File: src/rtl/pipeline_ctrl.sv
// Central pipeline controller: turns per-stage stall requests into a prefix pause
// vector, arbitrates exception/branch flushes, sequences IDLE and keeps stall stats.
module pipeline_ctrl #(
    parameter int NUM_STAGES = 8,
    parameter int EX_STAGE   = 5,
    parameter int WDOG_LIMIT = 1024,
    parameter int CNT_W      = 32
) (
    input  logic                  clk,
    input  logic                  rst_n,
    input  logic [NUM_STAGES-1:0] pause_req,
    input  logic                  excp_req,
    input  logic                  ertn_req,
    input  logic                  idle_req,
    input  logic                  int_pending,
    input  logic                  branch_req,
    output logic [NUM_STAGES-1:0] pause,
    output logic                  exception_flush,
    output logic                  branch_flush,
    output logic                  in_idle,
    output logic [CNT_W-1:0]      stall_cycles,
    output logic [CNT_W-1:0]      flush_count,
    output logic                  hang_err
);

    localparam int WDOG_W = (WDOG_LIMIT > 2) ? $clog2(WDOG_LIMIT) : 1;
    localparam logic [WDOG_W-1:0] WDOG_LAST = WDOG_W'(WDOG_LIMIT - 1);

    typedef enum logic [0:0] {
        ST_RUN  = 1'b0,
        ST_IDLE = 1'b1
    } state_t;

    state_t                  state_reg;
    state_t                  state_next;
    logic [CNT_W-1:0]        stall_reg;
    logic [CNT_W-1:0]        stall_next;
    logic [CNT_W-1:0]        flush_reg;
    logic [CNT_W-1:0]        flush_next;
    logic [WDOG_W-1:0]       wdog_reg;
    logic [WDOG_W-1:0]       wdog_next;
    logic                    hang_reg;
    logic                    hang_next;

    logic [NUM_STAGES-1:0]   stall_prefix;
    logic [NUM_STAGES-1:0]   pause_int;
    logic                    exc_int;
    logic                    br_int;

    // A stall at stage i must also freeze every older stage, so each bit is the
    // OR of its own request and all younger ones.
    generate
        for (genvar gi = 0; gi < NUM_STAGES; gi++) begin : g_prefix
            assign stall_prefix[gi] = |pause_req[NUM_STAGES-1:gi];
        end
    endgenerate

    always_comb begin
        state_next = state_reg;
        pause_int  = '0;
        exc_int    = 1'b0;
        br_int     = 1'b0;
        case (state_reg)
            ST_RUN: begin
                exc_int = excp_req | ertn_req;
                if (!exc_int) begin
                    pause_int = stall_prefix;
                    br_int    = branch_req & ~stall_prefix[EX_STAGE];
                    if (idle_req && !stall_prefix[EX_STAGE]) begin
                        state_next = ST_IDLE;
                    end
                end
            end
            ST_IDLE: begin
                // Only an interrupt wakes the core; wb commits cannot happen while frozen.
                exc_int = int_pending;
                if (int_pending) begin
                    state_next = ST_RUN;
                end else begin
                    pause_int = '1;
                end
            end
            default: begin
                state_next = ST_RUN;
            end
        endcase
    end

    always_comb begin
        stall_next = stall_reg;
        flush_next = flush_reg;
        wdog_next  = '0;
        hang_next  = hang_reg;
        if (|pause_int) begin
            stall_next = stall_reg + CNT_W'(1);
        end
        if (exc_int) begin
            flush_next = flush_reg + CNT_W'(1);
        end
        if (pause_int[0] && (state_reg == ST_RUN)) begin
            if (wdog_reg == WDOG_LAST) begin
                hang_next = 1'b1;
                wdog_next = wdog_reg;
            end else begin
                wdog_next = wdog_reg + WDOG_W'(1);
            end
        end
    end

    always_ff @(posedge clk or negedge rst_n) begin
        if (!rst_n) begin
            state_reg <= ST_RUN;
            stall_reg <= '0;
            flush_reg <= '0;
            wdog_reg  <= '0;
            hang_reg  <= 1'b0;
        end else begin
            state_reg <= state_next;
            stall_reg <= stall_next;
            flush_reg <= flush_next;
            wdog_reg  <= wdog_next;
            hang_reg  <= hang_next;
        end
    end

    // Stage registers see a quiet ctrl bundle while reset is asserted.
    assign pause           = rst_n ? pause_int : '0;
    assign exception_flush = rst_n & exc_int;
    assign branch_flush    = rst_n & br_int;
    assign in_idle         = (state_reg == ST_IDLE);
    assign stall_cycles    = stall_reg;
    assign flush_count     = flush_reg;
    assign hang_err        = hang_reg;

endmodule
File: config.mk
export PLATFORM = sky130hd
export DESIGN_NAME = pipeline_ctrl
export DESIGN_NICKNAME = d
export VERILOG_FILES = /design/src/rtl/pipeline_ctrl.sv
export SDC_FILE = /design/constraint.sdc
export NUM_CORES = 1
export LEC_CHECK = 0
export BUFFER_PORTS_ARGS = -buffer_cell sky130_fd_sc_hd__buf_2
export CAP_MARGIN = 5
export CELL_PAD_IN_SITES_DETAIL_PLACEMENT = 1
export CELL_PAD_IN_SITES_GLOBAL_PLACEMENT = 2
export CORE_MARGIN = 4
export CORE_UTILIZATION = 36
export DETAILED_ROUTE_END_ITERATION = 8
export PLACE_DENSITY = 0.88
export SYNTH_ARGS = -nofsm -noshare
export SYNTH_HDL_FRONTEND = slang
export SYNTH_SLANG_ARGS = --single-unit
File: constraint.sdc
create_clock -name clk -period 3.3 [get_ports clk]
set_input_delay 0.33 -clock clk [delete_from_list [all_inputs] [get_ports clk]]
set_output_delay 0.33 -clock clk [all_outputs]
set_load 0.05 [all_outputs]
==> impl_metrics.yaml, run 1 <==
timing:
  worst_pin_slew_ns: 0.883
  rsz0062_at_grt: "false"
  slew_violations: 0
  hold_viol: 0
  fin_crit_ns: 2.69
  fmaxAchievable_ghz: 0.371
  finalWorstSetupSlack_ns: 0.607
  fin_crit_sh_pct: 81.6
  max-slew-margin-rel_pct: 41.0
  clock_skew_ns: 0.0127
  setup_viol: 0
  finalSetupTns_ns: 0
worst_setup_path:
  cpPeakStageDelay_ns: 0.74
  critPathLaunch: "in_idle"
  crit_required_ns: 2.97
  crit_chain: "nor2b_1 -> o21ai_1 -> a21oi_1 -> buf_2"
  cp_max_fo: 14
  cp-start-kind: "register"
  slowest_stage: "nor2b_1"
  setup.worst_path.end_class: "output pin"
  cp.arrival_ns: 2.36
  r2r_end: "stall_cycles[29]"
  cpLargestDelayFamily: "simple AND/OR/NAND/NOR gates"
  r2r_start: "in_idle"
  rrSetupSlack_ns: 0.93
  cp_num_buf_inv: 1
  setup.worst_path.class: "register to output pin"
  reg2regPathDepth: 5
logic_synthesis:
  avgSynthCellArea_um2: 10.6
  async_flop_share_pct: 100
  postSynthCellCount: 343
  netlist_area_um2: 3630
  syn_nets: 361
  synth-seq-area-share_pct: 52.4
  synth_ff_type: "dfrtp_1"
  ys.warnings.count: 0
  ys_ff_latch: 76
  yosysUniqueCellTypes: 41
  synth-edff-count: 0
final_layout:
  nets: 457
  antennaDiodeCount: 0
  final_cell_mix: "buf_2, dfrtp_1, xnor2_1, nor2_1, nand2_1"
  area_growth_syn_to_layout_pct: 22.7
  layout_commonest_cell: "buf_2"
  n_fill_cell: 1135
  drive_gt1_share_pct: 26.2
placed_design:
  dpl.hpwl_mm: 7.12
  numPortBuffers: 90
  gp_congestion: 0.777
  place_ws_ns: 0.905
route:
  via_per_inst: 5.13
  via_count: 2955
  ant_nets: 0
  wirelength_mm: 9.61
  avgRoutedWirePerCell_um: 16.7
  drt_first_pass_iters: 4
  drtIter0Drc: 86
  drc: 0
job:
  cap_violations: 0
cts:
  cts_resized: 0
  h-tree-depth: 3
  cts_buffers: 9
  postCtsHoldBufs: 1
  clk_path_buf_depth: 2
  cts_tree: "built"
  cts_setup_buffers: 0
  clock_latency_ns: 0.36
  cts.sink_count: 76
  root_buffer: "clkbuf_8"
  path_clk_slew_ns: 0.07
global_routing:
  grt_pass1_wl_mm: 16.2
  grt_pass1_vias: 3169
  antenna_found_initial: 0
  grtUsageTotal_pct: 17.5
  grt_max_degree: 45
  grt_overflow: 0
min_path:
  hold_path_end: "in_idle"
  hp-start: "idle_req"
  hold_path_class: "primary input to register"
  hold_depth: 3
floorplan:
  start_util_pct: 37.1
  die_width_um: 108
  core_um2: 9770
  die_y_um: 108
  pin_count: 91
  dieArea_um2: 11700
  num_rows: 36
power:
  vdd.ir_drop.worst_mv: 0.242
  p_leak_uw: 0.00225
  power_density_nw_per_um2: 563
outcome:
  status: "finished, final reports clean"
==> worst max-delay path by stage <==
stage,slack (ns),cells after the start,endpoint
final,0.61,4,pause[5]
after global routing,0.38,4,pause[7]
after CTS,0.52,4,pause[5]
after detailed placement,0.91,5,stall_cycles[29]
after floorplan,0.71,4,pause[1]
after global placement,0.99,7,stall_cycles[16]
==> metrics by stage <==
step                      hold slack (ns)  power, µW  cell area (µm²)  std cells  util (%)
final                               0.222       2510             4450        576      45.5
after global routing                0.237       2630             4450        576      45.5
after CTS                           0.213       2530             4450        576      45.5
after detailed placement            0.359       1770             4230        560      43.3
after global placement              0.356       1750             4230        560      43.3
after floorplan                    0.0344       1570             3630        343         -
==> cell usage after synthesis (3+ instances only) <==
master    number  area share (%)
clkbuf_1       7            0.72
nand4_1       17             2.9
a21oi_1        4            0.55
inv_1          5            0.52
dfrtp_1       76              52
xor2_1        21             5.1
nand3_1       21             2.9
and3_1        24             4.1
xnor2_1       45              11
and2_1         4            0.69
nor3_1        11             1.5
nand2_1       27             2.8
nor2b_1        3            0.52
ha_1           3             1.0
and4_1         8             1.9
nor2_1        34             3.5
==> report_power, final <==
group	internal, µW	switching [µW]	leakage (µW)
clock	407	354	0.000101
sequential	1010	117	0.00101
combinational	156	460	0.00114
total	1580	930	0.00225
==> worst min-delay path: stages <==
cell	delay (ns)
buf_2	0.09
nand2_1	0.06
nand2_1	0.06
==> area by class of cell <==
type,count,area (µm²),area share (%)
Inverter,5,18.8,0.422
Sequential cell,76,1900,42.7
Clock inverter,3,45.0,1.01
Multi-Input combinational cell,254,1680,37.6
Timing Repair Buffer,93,478,10.7
Tap cell,133,166,3.74
Clock buffer,12,165,3.71
==> layer usage <==
layer / share of wire, % / GRT usage [%]
met1: 45 / 23.5
met2: 48 / 27.4
met3: 5.6 / 4.84
met4: 1.5 / 5.86
met5: 0 / 0
==> cell families after synthesis <==
kind of cell / count (synthesis) / synth area share (%)
muxes: 4 / 1.17
and+or+nand+nor: 162 / 24.2
DFF: 76 / 52.4
buffers and inverters: 13 / 1.38
xor gates and xnor gates: 67 / 16.4
AOI/OAI and AO/OA: 18 / 3.42
adders and majority gates: 3 / 1.03
Note: power is estimated with default switching activity, not from simulation.
==> run 2, diff against run 1 <==
--- a/config.mk
+++ b/config.mk
@@ -10,9 +10,9 @@
 export CELL_PAD_IN_SITES_DETAIL_PLACEMENT = 1
 export CELL_PAD_IN_SITES_GLOBAL_PLACEMENT = 2
 export CORE_MARGIN = 4
-export CORE_UTILIZATION = 36
+export CORE_UTILIZATION = 33
 export DETAILED_ROUTE_END_ITERATION = 8
-export PLACE_DENSITY = 0.88
+export PLACE_DENSITY = 0.82
 export SYNTH_ARGS = -nofsm -noshare
 export SYNTH_HDL_FRONTEND = slang
 export SYNTH_SLANG_ARGS = --single-unit
==> constraint.sdc (replaced) <==
create_clock -name clk -period 2.7 [get_ports clk]
set_input_delay 0.27 -clock clk [delete_from_list [all_inputs] [get_ports clk]]
set_output_delay 0.27 -clock clk [all_outputs]
set_load 0.05 [all_outputs]
==> run 2 against run 1 <==
Net effect: sequential power up 22%; core utilization down 4.4 points; highest routed layer unchanged; critical path type unchanged; final cell count up 1.7%; critical endpoint is now pause[1]; non-clock buffer count up 2.
==> impl_metrics.yaml, run 2 (synthesis gave the netlist of run 1 again) <==
worst_setup_path:
  cp-start-kind: "register"
  critPathLaunch: "in_idle"
  cpPeakStageDelay_ns: 0.46
  r2r_start: "in_idle"
  rrSetupSlack_ns: 0.49
  slowest_stage: "dfrtp_1"
  crit_chain: "nor2b_1 -> buf_4 -> o21ai_1 -> a21oi_1 -> buf_2"
  crit_required_ns: 2.43
  cp.arrival_ns: 2.02
  cp_max_fo: 10
  setup.worst_path.class: "register to output pin"
  setup.worst_path.end_class: "output pin"
placed_design:
  numPortBuffers: 90
  dpl.hpwl_mm: 7.22
  place_ws_ns: 0.479
  gp_congestion: 0.738
route:
  via_per_inst: 4.97
  via_count: 2915
  drtIter0Drc: 88
  avgRoutedWirePerCell_um: 16.0
  ant_nets: 0
  wirelength_mm: 9.39
  drt_first_pass_iters: 4
  drc: 0
cts:
  cts_setup_buffers: 0
  cts_tree: "built"
  root_buffer: "clkbuf_8"
  clock_latency_ns: 0.35
  cts_buffers: 9
  postCtsHoldBufs: 1
  h-tree-depth: 3
  path_clk_slew_ns: 0.08
  clk_path_buf_depth: 2
  cts_resized: 0
  cts.sink_count: 76
timing:
  clock_skew_ns: 0.00987
  fin_crit_sh_pct: 84.9
  fin_crit_ns: 2.29
  fmaxAchievable_ghz: 0.436
  setup_viol: 0
  hold_viol: 0
  finalSetupTns_ns: 0
  worst_pin_slew_ns: 0.714
  max-slew-margin-rel_pct: 52.3
  slew_violations: 0
  rsz0062_at_grt: "false"
  finalWorstSetupSlack_ns: 0.408
final_layout:
  nets: 459
  n_fill_cell: 1250
  multi_input_area_um2: 1680
  final_cell_mix: "buf_2, dfrtp_1, xnor2_1, nor2_1, nand2_1"
  drive_gt1_share_pct: 26.7
  seq_area_um2: 1900
  antennaDiodeCount: 0
  layout_commonest_cell: "buf_2"
  area_growth_syn_to_layout_pct: 22.5
global_routing:
  antenna_found_initial: 0
  grt_pass1_vias: 3152
  grt_max_degree: 45
  grt_overflow: 0
  grt_pass1_wl_mm: 15.6
  grtUsageTotal_pct: 15.3
power:
  cellInternalPower_uw: 1790
  swShare_pct: 38.8
  vdd.ir_drop.worst_mv: 0.305
  p_sw_uw: 1130
  comb_power_share_pct: 25.9
  p_seq_share_pct: 47.2
  power_density_nw_per_um2: 657
  clock_power_share_pct: 27.0
  p_leak_uw: 0.00224
floorplan:
  core_um2: 10800
  dieArea_um2: 12700
  start_util_pct: 33.6
  pin_count: 91
  die_width_um: 113
  die_y_um: 113
  num_rows: 38
min_path:
  hold_path_class: "primary input to register"
  hp-start: "idle_req"
job:
  cap_violations: 0
outcome:
  status: "finished, final reports clean"
-- run 2: cell types whose count changed in the layout (fill, tap and decap cells not counted) --
| cell | change |
|---|---|
| clkinvlp_4 | +2 |
| bufinv_16 | -1 |
| clkbuf_8 | -2 |
| buf_4 | +2 |
| clkinv_2 | +2 |
-- run 2: metal layers --
layer	vias to the layer above	GRT usage [%]	routed length, µm
li1	1390	-	-
met2	58	25.8	4590
met5	-	0	0
met1	1457	19.2	4240
met3	10	4.06	427
met4	0	4.49	125
-- run 2: final timing paths --
path	endpoint	cells after the start
worst min-delay path	in_idle	3
worst min register to register	stall_cycles[31]	1
min in group asynchronous	flush_count[5]	2
max in group asynchronous	stall_cycles[17]	3
worst max register to register	flush_count[30]	5
worst max-delay path	pause[1]	5
-- run 2: power by group through the flow --
| stage | logic [µW] | clock network [µW] | registers [µW] |
|---|---|---|---|
| final | 755 | 787 | 1380 |
| after global routing | 812 | 871 | 1400 |
| after CTS | 772 | 821 | 1380 |
| after detailed placement | 768 | 0 | 1400 |
| after global placement | 745 | 0 | 1400 |
| after floorplan | 211 | 0 | 1700 |
-- run 2: critical path: cells and delay by family, from the launching register on --
family / cells / cell delay (ns)
flops: 1 / 0.46
simple gates: 1 / 0.32
compound gates: 2 / 0.38
buf+inv: 2 / 0.52
-- run 2: area by class of cell --
type | count | share of cell area, %
flip-flops and latches | 76 | 42.8
multi-input cells | 254 | 37.7
repair buffers | 95 | 11.1
well taps | 140 | 3.94
clock buffers | 10 | 3.10
clock inverters | 6 | 0.901
inverters | 5 | 0.423
-- run 2: per-stage QoR --
step | instance area, µm² | utilization [%] | hold WS [ns] | power, µW | std cells
after CTS | 4440 | 41.2 | 0.158 | 2970 | 586
after detailed placement | 4250 | 39.4 | 0.152 | 2170 | 569
after floorplan | 3630 | - | -0.0256 | 1910 | 343
after global routing | 4440 | 41.2 | 0.185 | 3080 | 586
final | 4440 | 41.2 | 0.175 | 2920 | 586
after global placement | 4250 | 39.4 | 0.148 | 2140 | 569
==> run 3, diff against run 2 <==
==> constraint.sdc (replaced) <==
create_clock -name clk -period 2.25 [get_ports clk]
set_input_delay 0.225 -clock clk [delete_from_list [all_inputs] [get_ports clk]]
set_output_delay 0.225 -clock clk [all_outputs]
set_load 0.05 [all_outputs]
==> run 3 against run 2 <==
Net effect: worst setup slack got worse by 0.29 ns; largest power group unchanged; final cell count increased by 1.4%; core utilization increased by 1.2 points; critical endpoint is now flush_count[30].
==> impl_metrics.yaml, run 3 (synthesis gave the netlist of run 1 again) <==
worst_setup_path:
  setup.worst_path.end_class: "register"
  cpPeakStageDelay_ns: 0.64
  cp-start-kind: "register"
  cp.arrival_ns: 2.38
  cp_max_fo: 6
  reg2regPathDepth: 5
  setup.worst_path.class: "register to register"
  slowest_stage: "or4b_1"
  path_depth: 5
  crit_chain: "nor2b_1 -> or4b_1 -> nor4_4 -> nand4_1 -> xnor2_1"
  cp_num_buf_inv: 0
  crit_required_ns: 2.49
  cpLargestDelayFamily: "simple AND/OR/NAND/NOR gates"
timing:
  hold_viol: 0
  fin_crit_ns: 2.14
  fmaxAchievable_ghz: 0.468
  rsz0062_at_grt: "true"
  fin_crit_sh_pct: 95.0
  clock_skew_ns: 0.0129
  max-slew-margin-rel_pct: 48.4
  worst_pin_slew_ns: 0.773
  finalSetupTns_ns: 0
  slew_violations: 0
  setup_viol: 0
route:
  via_count: 2970
  drtIter0Drc: 118
  via_per_inst: 5.00
  ant_nets: 0
  avgRoutedWirePerCell_um: 16.4
  wirelength_mm: 9.71
  drc: 0
  drt_first_pass_iters: 4
placed_design:
  dpl.hpwl_mm: 7.38
  placed_area_um2: 4330
  place_inst: 578
  numPortBuffers: 90
  gp_congestion: 0.801
job:
  cap_violations: 0
global_routing:
  antenna_found_initial: 0
  grt_max_degree: 45
  grt_overflow: 0
  grt_pass1_vias: 3214
  grt_pass1_wl_mm: 16.6
  grtUsageTotal_pct: 16.1
cts:
  cts_buffers: 9
  path_clk_slew_ns: 0.08
  h-tree-depth: 3
  cts_setup_buffers: 0
  cts_tree: "built"
  cts.sink_count: 76
  root_buffer: "clkbuf_8"
  clock_latency_ns: 0.35
  clk_path_buf_depth: 2
min_path:
  hold_depth: 3
  hold_path_class: "primary input to register"
final_layout:
  layout_commonest_cell: "buf_2"
  nets: 468
  drive_gt1_share_pct: 29.3
  fin_util_pct: 42.3
  final_cells: 594
  n_fill_cell: 1238
  fin_area_um2: 4570
  antennaDiodeCount: 0
  area_growth_syn_to_layout_pct: 25.9
  final_cell_mix: "buf_2, dfrtp_1, xnor2_1, nor2_1, nand2_1"
power:
  cellInternalPower_uw: 2400
  vdd.ir_drop.worst_mv: 0.492
  p_sw_uw: 1350
  p_seq_share_pct: 44.6
  swShare_pct: 36.0
  p_leak_uw: 0.00231
  clock_power_share_pct: 30.9
  power_density_nw_per_um2: 819
  comb_power_share_pct: 24.6
floorplan:
  num_rows: 38
  pin_count: 91
  core_um2: 10800
  die_width_um: 113
  die_y_um: 113
  start_util_pct: 33.6
  dieArea_um2: 12700
outcome:
  status: "finished, final reports clean"
## run 3: worst paths after layout
| path | endpoint | slack [ns] | start |
|---|---|---|---|
| worst max-delay path | flush_count[30] | 0.11 | in_idle |
| worst min-delay path | in_idle | 0.08 | idle_req |
| worst max register to register | flush_count[30] | 0.11 | in_idle |
| worst min register to register | flush_count[31] | 0.47 | flush_count[31] |
| max in group asynchronous | flush_count[0] | 1.08 | rst_n |
| min in group asynchronous | in_idle | 0.31 | rst_n |
## run 3: area by class of cell
cell class	count	area, µm²	share of cell area, %
Clock buffer	11	141	3.10
Sequential cell	76	1910	41.8
Clock inverter	4	75.1	1.64
Tap cell	140	175	3.83
Inverter	5	18.8	0.411
Multi-Input combinational cell	254	1690	36.9
Timing Repair Buffer	104	563	12.3
## run 3: worst reg2reg max path, cell delays in order (launching register included)
cell,delay [ns]
dfrtp_2,0.45
nor2b_1,0.16
or4b_1,0.64
nor4_4,0.44
nand4_1,0.18
xnor2_1,0.16
## run 3: layer usage
metal	wire (µm)	global-route usage, %	vias to the layer above
li1	-	-	1401
met1	4200	19.9	1482
met2	4930	28.0	74
met3	461	3.90	13
met4	127	4.73	0
met5	0	0	-
## run 3: power groups by stage
stage | Clock, µW | Sequential (µW) | Combinational [µW]
floorplan | 0 | 2050 | 253
global placement | 0 | 1690 | 916
detailed placement | 0 | 1690 | 931
CTS | 1190 | 1670 | 933
global route | 1260 | 1700 | 990
finish | 1160 | 1670 | 919
## run 3: through the flow
step	hold WS (ns)	power (µW)	setup WS (ns)
after floorplan	-0.0706	2310	-0.0794
after global routing	0.0749	3940	-0.0141
after global placement	0.104	2600	0.186
final	0.0795	3740	0.113
after detailed placement	0.103	2630	0.113
after CTS	0.0696	3790	0.0487
## run 3: what timing repair did
action                     in CTS  in global routing
hold endpoints to repair       10                  0
gates resized for setup         0                  3
hold buffers                    1                  0
setup endpoints to repair       0                 13
